===== src/rtl/rounding_48bit.sv =====
`default_nettype none
// ============================================================================
//  Module   : rounding_48bit
//  Purpose  : Round-to-nearest-even stage of the single-precision multiplier.
//             Normalizes the 48-bit significand product by at most one bit
//             and rounds it to a 23-bit stored fraction (hidden bit removed).
//             Registered, one cycle of latency.
//  Revision : 1.0 - initial release
// ----------------------------------------------------------------------------
//  Ports
//    clk             in   1   rising-edge clock
//    rst_n           in   1   asynchronous active-low reset
//    in_valid        in   1   input_number is valid this cycle
//    input_number    in  48   unsigned product, binary point between 46 and 45
//    out_valid       out  1   registered copy of in_valid
//    rounded_number  out 23   rounded fraction, hidden bit removed
//    norm_shift      out  1   product was >= 2.0; exponent stage adds 1
//    round_carry     out  1   rounding overflowed the fraction; fraction is 0
//    inexact         out  1   guard or sticky was nonzero
// ============================================================================
module rounding_48bit (
  input  logic        clk,
  input  logic        rst_n,
  input  logic        in_valid,
  input  logic [47:0] input_number,
  output logic        out_valid,
  output logic [22:0] rounded_number,
  output logic        norm_shift,
  output logic        round_carry,
  output logic        inexact
);

  logic        w_hi;
  logic [22:0] w_frac;
  logic        w_guard;
  logic        w_sticky;
  logic        w_round_up;
  logic [23:0] w_sum;

  // Bit 47 set means the product is in [2.0, 4.0): take the window one bit
  // higher. Otherwise the lower window is used as-is, even for products
  // below 1.0; denormal-style shifting is not this stage's job.
  always_comb begin
    w_hi     = input_number[47];
    w_frac   = '0;
    w_guard  = 1'b0;
    w_sticky = 1'b0;
    if (w_hi) begin
      w_frac   = input_number[46:24];
      w_guard  = input_number[23];
      w_sticky = |input_number[22:0];
    end else begin
      w_frac   = input_number[45:23];
      w_guard  = input_number[22];
      w_sticky = |input_number[21:0];
    end
    // Ties (guard set, sticky clear) round toward an even LSB.
    w_round_up = w_guard & (w_sticky | w_frac[0]);
    // The extra MSB catches the all-ones fraction rolling over; the low
    // 23 bits are then zero, which is exactly the wanted fraction.
    w_sum      = {1'b0, w_frac} + {23'd0, w_round_up};
  end

  always_ff @(posedge clk or negedge rst_n) begin
    if (!rst_n) begin
      out_valid      <= 1'b0;
      rounded_number <= '0;
      norm_shift     <= 1'b0;
      round_carry    <= 1'b0;
      inexact        <= 1'b0;
    end else begin
      out_valid <= in_valid;
      // Data outputs hold their last result while no new input arrives.
      if (in_valid) begin
        rounded_number <= w_sum[22:0];
        norm_shift     <= w_hi;
        round_carry    <= w_sum[23];
        inexact        <= w_guard | w_sticky;
      end
    end
  end

endmodule
`default_nettype wire


===== config.mk =====
export PLATFORM = sky130hd
export DESIGN_NAME = rounding_48bit
export DESIGN_NICKNAME = d
export VERILOG_FILES = /design/src/rtl/rounding_48bit.sv
export SDC_FILE = /design/constraint.sdc
export NUM_CORES = 1
export LEC_CHECK = 0
export ABC_AREA = 1
export CORE_AREA = 10 10 101 103
export DETAILED_ROUTE_END_ITERATION = 16
export DIE_AREA = 0 0 111 113
export MAX_ROUTING_LAYER = met4
export PLACE_DENSITY = 0.56
export RECOVER_POWER = 25
export SLEW_MARGIN = 20
export SYNTH_ARGS = -nofsm -noshare
export SYNTH_HDL_FRONTEND = slang
export SYNTH_SLANG_ARGS = --single-unit

===== constraint.sdc =====
create_clock -name clk -period 1 [get_ports clk]
set_clock_uncertainty 0.05 [all_clocks]
set_input_delay 0.15 -clock clk [delete_from_list [all_inputs] [get_ports clk]]
set_output_delay 0.15 -clock clk [all_outputs]
set_load 0.02 [all_outputs]

Word level (Yosys, flattened, before mapping)
Index checks and enable logic that the tools add are counted.
{"block": "word_totals", "out_inout_bits": 27, "elab_cells": 14, "register_bits": 27, "in_bits": 51}
{"block": "classes", "bitwise_logic": 3, "muxes": 3, "n_addsub": 1, "n_reduce_logical": 2}
{"op": "23-bit by 1-bit adder with 24-bit output", "n": 1}
{"op": "23-bit 2-to-1 mux", "n": 1}
{"op": "23-bit OR reduction", "n": 1}
{"op": "22-bit OR reduction", "n": 1}
{"op": "1-bit 2-to-1 mux", "n": 2}
{"op": "1-bit OR", "n": 2}
{"op": "1-bit bitwise AND", "n": 1}

Longest topological paths before layout
Gate-level depths: netlist of run 1.
{"block": "logic_depth", "depth_word": 5, "mapped_depth": 16, "mapped_depth_nobuf": 13}

Worst setup path before layout of run 1
No wires, ideal clock.
{"block": "synth_path", "path_type": "in2reg", "from": "in input_number[47]", "to": "reg rounded_number[18]", "setup_ns": 0.117, "arrival_time_ns": 1.585, "path_slack_ns": -0.752, "stages": 15, "cell_sequence": "buf_6 inv_4 buf_6 nand2_1 nand2_1 nor2_2 ha_1 inv_1 nor2_2 nand3_2 nor2_4 buf_6 nand4_1 nand3_1 nand2_1"}
{"block": "synth_via", "elab_chain_len": 4, "elab_cells_between_ends": 6, "cone_classes": "1 x add/sub; 3 x mux; 2 x bitwise"}
{"item": "from (decl)", "line": "25", "text": "input logic [47:0] input_number,"}
{"item": "1-bit 2-to-1 mux or 23-bit 2-to-1 mux (tied branches)", "line": "48", "text": "if (w_hi) begin"}
{"item": "1-bit OR", "line": "58", "text": "w_round_up = w_guard & (w_sticky | w_frac[0]);"}
{"item": "1-bit bitwise AND", "line": "58"}
{"item": "23-bit by 1-bit adder with 24-bit output *", "line": "61", "text": "w_sum = {1'b0, w_frac} + {23'd0, w_round_up};"}
{"item": "to (signal assigned)", "line": "75", "text": "rounded_number <= w_sum[22:0];"}
{"item": "to (decl)", "line": "27", "text": "output logic [22:0] rounded_number,"}
Every way passes the cells marked *; elsewhere a longest branch is shown, timed or not.
A chain may end at the register's enable or synchronous reset.

Final worst setup path of run 1
{"block": "layout_path", "from": "in input_number[47]", "to": "reg rounded_number[4]"}
Same word-level chain as after synthesis.

==> results of run 1 <==
## cells in the mapped netlist (all sizes together)
library cell  count  area share
nand4             7       0.018
a31oi             2      0.0052
or2               7       0.018
nand3            24       0.054
nor2             52        0.10
nand2           185        0.30
clkbuf            4      0.0063
a22o              1      0.0037
o31ai             2      0.0063
o21a              1      0.0031
nor3              4       0.013
inv              39       0.062
xor2              1      0.0037
buf              11       0.048
dfrtp            27        0.28
ha                1      0.0052
a21oi             3      0.0063
o21ai            26       0.058
## worst min path at each step
| stage | from | to | slack (ps) |
|---|---|---|---|
| 2_1_floorplan | rst_n | inexact | -200 |
| 3_3_place_gp | inexact | inexact | 420 |
| 3_5_place_dp | rounded_number[2] | rounded_number[2] | 420 |
| 4_1_cts | rst_n | rounded_number[1] | 180 |
| 5_1_grt | input_number[3] | inexact | 280 |
| 6_report | input_number[3] | inexact | 260 |
## kinds of logic (layout without fill, tap and decap cells)
| logic type | count (synthesis) | after routing | share of synthesized area |
|---|---|---|---|
| XOR/XNOR | 1 | 1 | 0.00367 |
| flip-flops | 27 | 27 | 0.283 |
| AND/OR/NAND/NOR | 279 | 280 | 0.510 |
| AO/OA/AOI/OAI | 35 | 35 | 0.0822 |
| adder cells (fa/ha/maj) | 1 | 1 | 0.00523 |
| buffers and inverters | 54 | 237 | 0.116 |
## cell type report
cell class	instances	area, sq um
multi-input combinational	317	1910
sequential	27	676
timing repair buffer	194	1730
clock buffer	3	41.3
inverter	39	156
tap	105	131
clock inverter	1	5.00
fill	777	3490
## worst reg2reg max path: stages (launching register included)
cell and delay (ps):
dfrtp_1 410, buf_4 140, buf_4 120, nor2_1 70, a31oi_1 50
## power by group through the flow
stage	Sequential, mW	Clock (mW)	Combinational (mW)
6_report	1.29	0.616	2.04
5_1_grt	1.31	0.678	2.20
4_1_cts	1.29	0.623	1.87
3_5_place_dp	1.29	0	1.67
3_3_place_gp	1.29	0	1.65
2_1_floorplan	1.43	0	0.608
## sequential cells by signal, indices dropped and copies added, names as in the netlist
name / count
norm_shift: 1
inexact: 1
round_carry: 1
out_valid: 1
rounded_number: 23
## stage by stage
step,util,TNS [ps],power [mW],instances
floorplan,-,-10090,2.03,397
detailed placement,0.474,-25460,2.96,645
global placement,0.474,-24870,2.94,645
finish,0.571,-6340,3.94,686
global route,0.571,-9020,4.19,686
CTS,0.529,-5120,3.79,671
## metal layers
layer / vias to the layer above / part of all wire / global-route usage
met5: - / 0 / -
met4: 0 / 0.0057 / 0.0234
met1: 1331 / 0.49 / 0.176
met3: 2 / 0.030 / 0.0122
met2: 49 / 0.48 / 0.216
li1: 1598 / - / -
## repair_timing
item | 4_1_cts | 5_1_grt
buffers inserted | 20 | 14
setup endpoints to repair | 52 | 51
hold endpoints to repair | 0 | 0
resized for setup | 301 | 69
gates cloned | 2 | 1
hold buffers | 0 | 0
pin swaps | 68 | 51
==> flow_summary.json, run 1 <==
{
  "final_layout_size_suffix_gt1_frac": 0.503,
  "worstPathMaxFanout": 7,
  "grt_pass1_wl_microns": 13900,
  "path_buf_inv": 7,
  "placed_area_sq_um": 3860,
  "rows": 33,
  "powerDensity_nw_per_um2": 850,
  "ios": 78,
  "insertion_delay_ps": 270,
  "die_x_microns": 111,
  "crit_family": "buffers and inverters",
  "antenna_cells": 0,
  "fin_area_sq_um": 4640,
  "dpl.hpwl_microns": 6490,
  "drcViolationCount": 0,
  "status": "finished with violations",
  "dieArea_sq_um": 12500,
  "violations": "setup timing",
  "clockBufferDepth": 2,
  "p_switching_mw": 1.41,
  "hold_class": "primary input to flip-flop",
  "mostFrequentLayoutCell": "nand2_1",
  "vdd.ir_drop.worst_mv": 0.521,
  "syn_inst": 397,
  "port_buffers": 77,
  "area_delta_synth_final_pct": 94.2,
  "fin_crit_sh": 1.35,
  "required_ps": 1110,
  "grt_max_degree": 28,
  "leakage_nw": 2.37,
  "power_frac_comb": 0.517,
  "reg2reg_slack_ps": 50,
  "grt_util_all_layers": 0.133,
  "layout.nets": 634,
  "worst-r2r-cell-count": 4,
  "p_sw_frac": 0.356,
  "vias": 2980,
  "start_util": 0.294,
  "crit_type": "primary input to flip-flop",
  "viasPerCell": 4.34,
  "intPower_mw": 2.54,
  "cp-start-kind": "primary input",
  "wirelength_microns": 8700,
  "crit_path_end": "rounded_number[4]",
  "seq_area_frac_synth": 0.283,
  "min_period_ps": 1350,
  "cts-htree-levels": 1,
  "rsz0062_at_grt": "yes",
  "yosysWarningCount": 0,
  "slew_violations": 0,
  "first_global_vias": 2885,
  "pwr-share-clk": 0.156,
  "cp.depth": 13,
  "tightest_slew_ps": 650,
  "holdPathStages": 6,
  "synth_fp_nets": 449,
  "max_stage_delay_ps": 210,
  "ys_types": 29,
  "ys_ff_latch": 27,
  "relSlewSlack": 0.567,
  "overflow": 0,
  "r2r_end": "rounded_number[11]",
  "drt_iter0_markers": 119,
  "first_pass_iters": 4,
  "clock-root-buffer": "clkbuf_8",
  "fin_ws_ps": -347,
  "hold_ws_ps": 263,
  "core_sq_um": 8130,
  "drt-wirelength-per-cell_microns": 12.7,
  "numCtsBuffers": 3,
  "seq_power_share": 0.327,
  "ant_nets": 0,
  "finalSetupViolCount": 44,
  "cts_tree": "yes",
  "fmax_mhz": 742,
  "path_cells": "buf_12 -> inv_8 -> nand2_1 -> nand2_2 -> inv_2 -> ha_4 -> inv_2 -> nor2_4 -> buf_4 -> buf_6 -> buf_4 -> a21oi_1 -> o31ai_2",
  "worst_path_max_delay_cell": "a21oi_1",
  "crit_path_end_kind": "flip-flop",
  "final_cell_mix": "nand2_1, buf_4, nand2_2, buf_6, dfrtp_1",
  "cp_data_arrival_time_ps": 1460,
  "antenna_found_initial": 0,
  "path_clk_slew_ps": 100,
  "pre_cts_ws_ps": -1090,
  "avgSynthCellArea_sq_um": 6.02,
  "rr_startpoint": "rounded_number[11]",
  "die_h_microns": 113,
  "drv_cap": 0,
  "critPathLaunch": "input_number[47]",
  "numClockSinks": 27,
  "synth_area_sq_um": 2390,
  "hold_viol": 0,
  "gp_congestion": 0.874
}
(Power assumes the default switching activity.)
==> inputs of run 2 (changes only) <==
--- a/config.mk
+++ b/config.mk
@@ -12,6 +12,7 @@
 export MAX_ROUTING_LAYER = met4
 export PLACE_DENSITY = 0.56
 export RECOVER_POWER = 25
+export SETUP_SLACK_MARGIN = 0.1
 export SLEW_MARGIN = 20
 export SYNTH_ARGS = -nofsm -noshare
 export SYNTH_HDL_FRONTEND = slang
==> constraint.sdc (replaced) <==
create_clock -name clk -period 1 [get_ports clk]
set_clock_uncertainty 0.05 [all_clocks]
set_input_delay 0.15 -clock clk [delete_from_list [all_inputs] [get_ports clk]]
set_output_delay 0.15 -clock clk [all_outputs]
set_load 0.05 [all_outputs]
==> run 2 against run 1 <==
Effect of this change: the run still ends with setup timing left; fmax decreased by 1.6%; clock power decreased by 1%; register-to-register slack got worse by 30 ps; non-clock buffer count decreased by 16.
==> flow_summary.json, run 2 (synthesis results as in run 1) <==
{
  "power_frac_comb": 0.552,
  "seq_power_share": 0.307,
  "ant_nets": 0,
  "mostFrequentLayoutCell": "nand2_1",
  "powerDensity_nw_per_um2": 946,
  "wirelength_microns": 8530,
  "intPower_mw": 2.67,
  "area_delta_synth_final_pct": 91.2,
  "pwr-share-clk": 0.141,
  "port_buffers": 77,
  "gp_congestion": 0.900,
  "viasPerCell": 4.47,
  "die_x_microns": 111,
  "fin_crit_sh": 1.37,
  "worstPathMaxFanout": 8,
  "largest_reg_flops": 23,
  "cp_data_arrival_time_ps": 1480,
  "relSlewSlack": 0.567,
  "overflow": 0,
  "first_global_vias": 3004,
  "post-place-cells": 632,
  "insertion_delay_ps": 270,
  "status": "finished with violations",
  "grt_max_degree": 28,
  "cts_hold_buffers": 0,
  "tightest_slew_ps": 650,
  "drt_iter0_markers": 130,
  "antenna_found_initial": 0,
  "multi_input_area_sq_um": 1790,
  "leakage_nw": 2.29,
  "cts_tree": "yes",
  "rows": 33,
  "hold_viol": 0,
  "crit_path_end_kind": "flip-flop",
  "clock-root-buffer": "clkbuf_8",
  "rsz0062_at_grt": "yes",
  "pre_cts_ws_ps": -1110,
  "vdd.ir_drop.worst_mv": 0.659,
  "required_ps": 1120,
  "fmax_mhz": 731,
  "drt-wirelength-per-cell_microns": 12.7,
  "dpl.hpwl_microns": 6670,
  "min_period_ps": 1370,
  "regArea_sq_um": 677,
  "p_switching_mw": 1.66,
  "antenna_cells": 0,
  "fill_cells": 771,
  "finalSetupViolCount": 48,
  "fin_ws_ps": -368,
  "drcViolationCount": 0,
  "layout.nets": 618,
  "path_clk_slew_ps": 90,
  "crit_type": "primary input to flip-flop",
  "numClockSinks": 27,
  "grt_util_all_layers": 0.135,
  "first_pass_iters": 4,
  "dieArea_sq_um": 12500,
  "ios": 78,
  "vias": 2995,
  "cp-start-kind": "primary input",
  "final_cell_mix": "nand2_1, buf_4, nand2_2, buf_12, dfrtp_1",
  "core_sq_um": 8130,
  "clockBufferDepth": 2,
  "setup_tns_ps": -7260,
  "drv_cap": 0,
  "fin_area_sq_um": 4570,
  "numCtsBuffers": 3,
  "violations": "setup timing",
  "slew_violations": 0,
  "final_layout_size_suffix_gt1_frac": 0.496,
  "cts-htree-levels": 1,
  "grt_pass1_wl_microns": 14300,
  "instances_no_fill": 670,
  "placed_area_sq_um": 4010,
  "start_util": 0.294,
  "final_util": 0.562,
  "p_sw_frac": 0.384,
  "die_h_microns": 113,
  "hold_class": "primary input to flip-flop",
  "largest-register": "rounded_number"
}
[run 2: changes by cell type in the layout (fill, tap and decap cells not counted), sizes merged]
cell,delta
buf,-6
dlymetal6s2s,-1
dlygate4sd2,-5
clkdlybuf4s15,-7
clkbuf,+3
[run 2: power by group through the flow]
| stage | Clock, mW | Combinational [mW] | Sequential (mW) |
|---|---|---|---|
| 2_1_floorplan | 0 | 0.600 | 1.69 |
| 3_3_place_gp | 0 | 2.06 | 1.35 |
| 3_5_place_dp | 0 | 2.08 | 1.36 |
| 4_1_cts | 0.629 | 2.27 | 1.33 |
| 5_1_grt | 0.692 | 2.56 | 1.34 |
| 6_report | 0.608 | 2.39 | 1.33 |
[run 2: final timing paths]
| kind | from | endpoint | slack (ps) | depth (start not counted) |
|---|---|---|---|---|
| setup / recovery | input_number[47] | rounded_number[20] | -370 | 13 |
| hold / removal | input_number[18] | inexact | 270 | 6 |
| setup reg to reg | rounded_number[13] | rounded_number[13] | 20 | 4 |
| hold reg to reg | norm_shift | norm_shift | 490 | 2 |
| max in group asynchronous | rst_n | norm_shift | 130 | 2 |
| min in group asynchronous | rst_n | rounded_number[1] | 320 | 2 |
[run 2: cell type report]
type / count / area share
Multi-Input combinational cell: 317 / 0.392
Sequential cell: 27 / 0.148
Clock inverter: 1 / 0.00110
Timing Repair Buffer: 178 / 0.388
Clock buffer: 3 / 0.00904
Inverter: 39 / 0.0337
Tap cell: 105 / 0.0288
[run 2: worst max-delay path, stage by stage]
cell and delay, ps:
buf_12 110, inv_8 40, nand2_2 50, nand2_2 60
nor2_4 140, ha_4 150, inv_2 40, nor2_4 120
nand3_4 120, nor2_4 230, nand4_1 110, nand3_1 90
nand2_1 50
[run 2: per-layer routing]
layer	routed length, microns	vias up	part of all wire	GRT usage
met5	0	-	0	-
met4	94	0	0.011	0.0347
met3	282	6	0.033	0.0116
met2	4030	61	0.47	0.220
met1	4130	1354	0.48	0.175
li1	-	1574	-	-
[run 2: repair_timing]
action                                 in CTS  in global routing
pin swaps                                  56                 32
buffers inserted                           20                 13
endpoints found under the hold margin       0                  0
gates resized for setup                   169                 42
setup endpoints to repair                  53                 51
gates cloned                                2                  0
[run 2: stage by stage]
stage | hold WS (ps) | total power, mW
6_report | 273 | 4.32
5_1_grt | 320 | 4.59
4_1_cts | 180 | 4.23
3_5_place_dp | 470 | 3.44
3_3_place_gp | 464 | 3.41
2_1_floorplan | -196 | 2.29
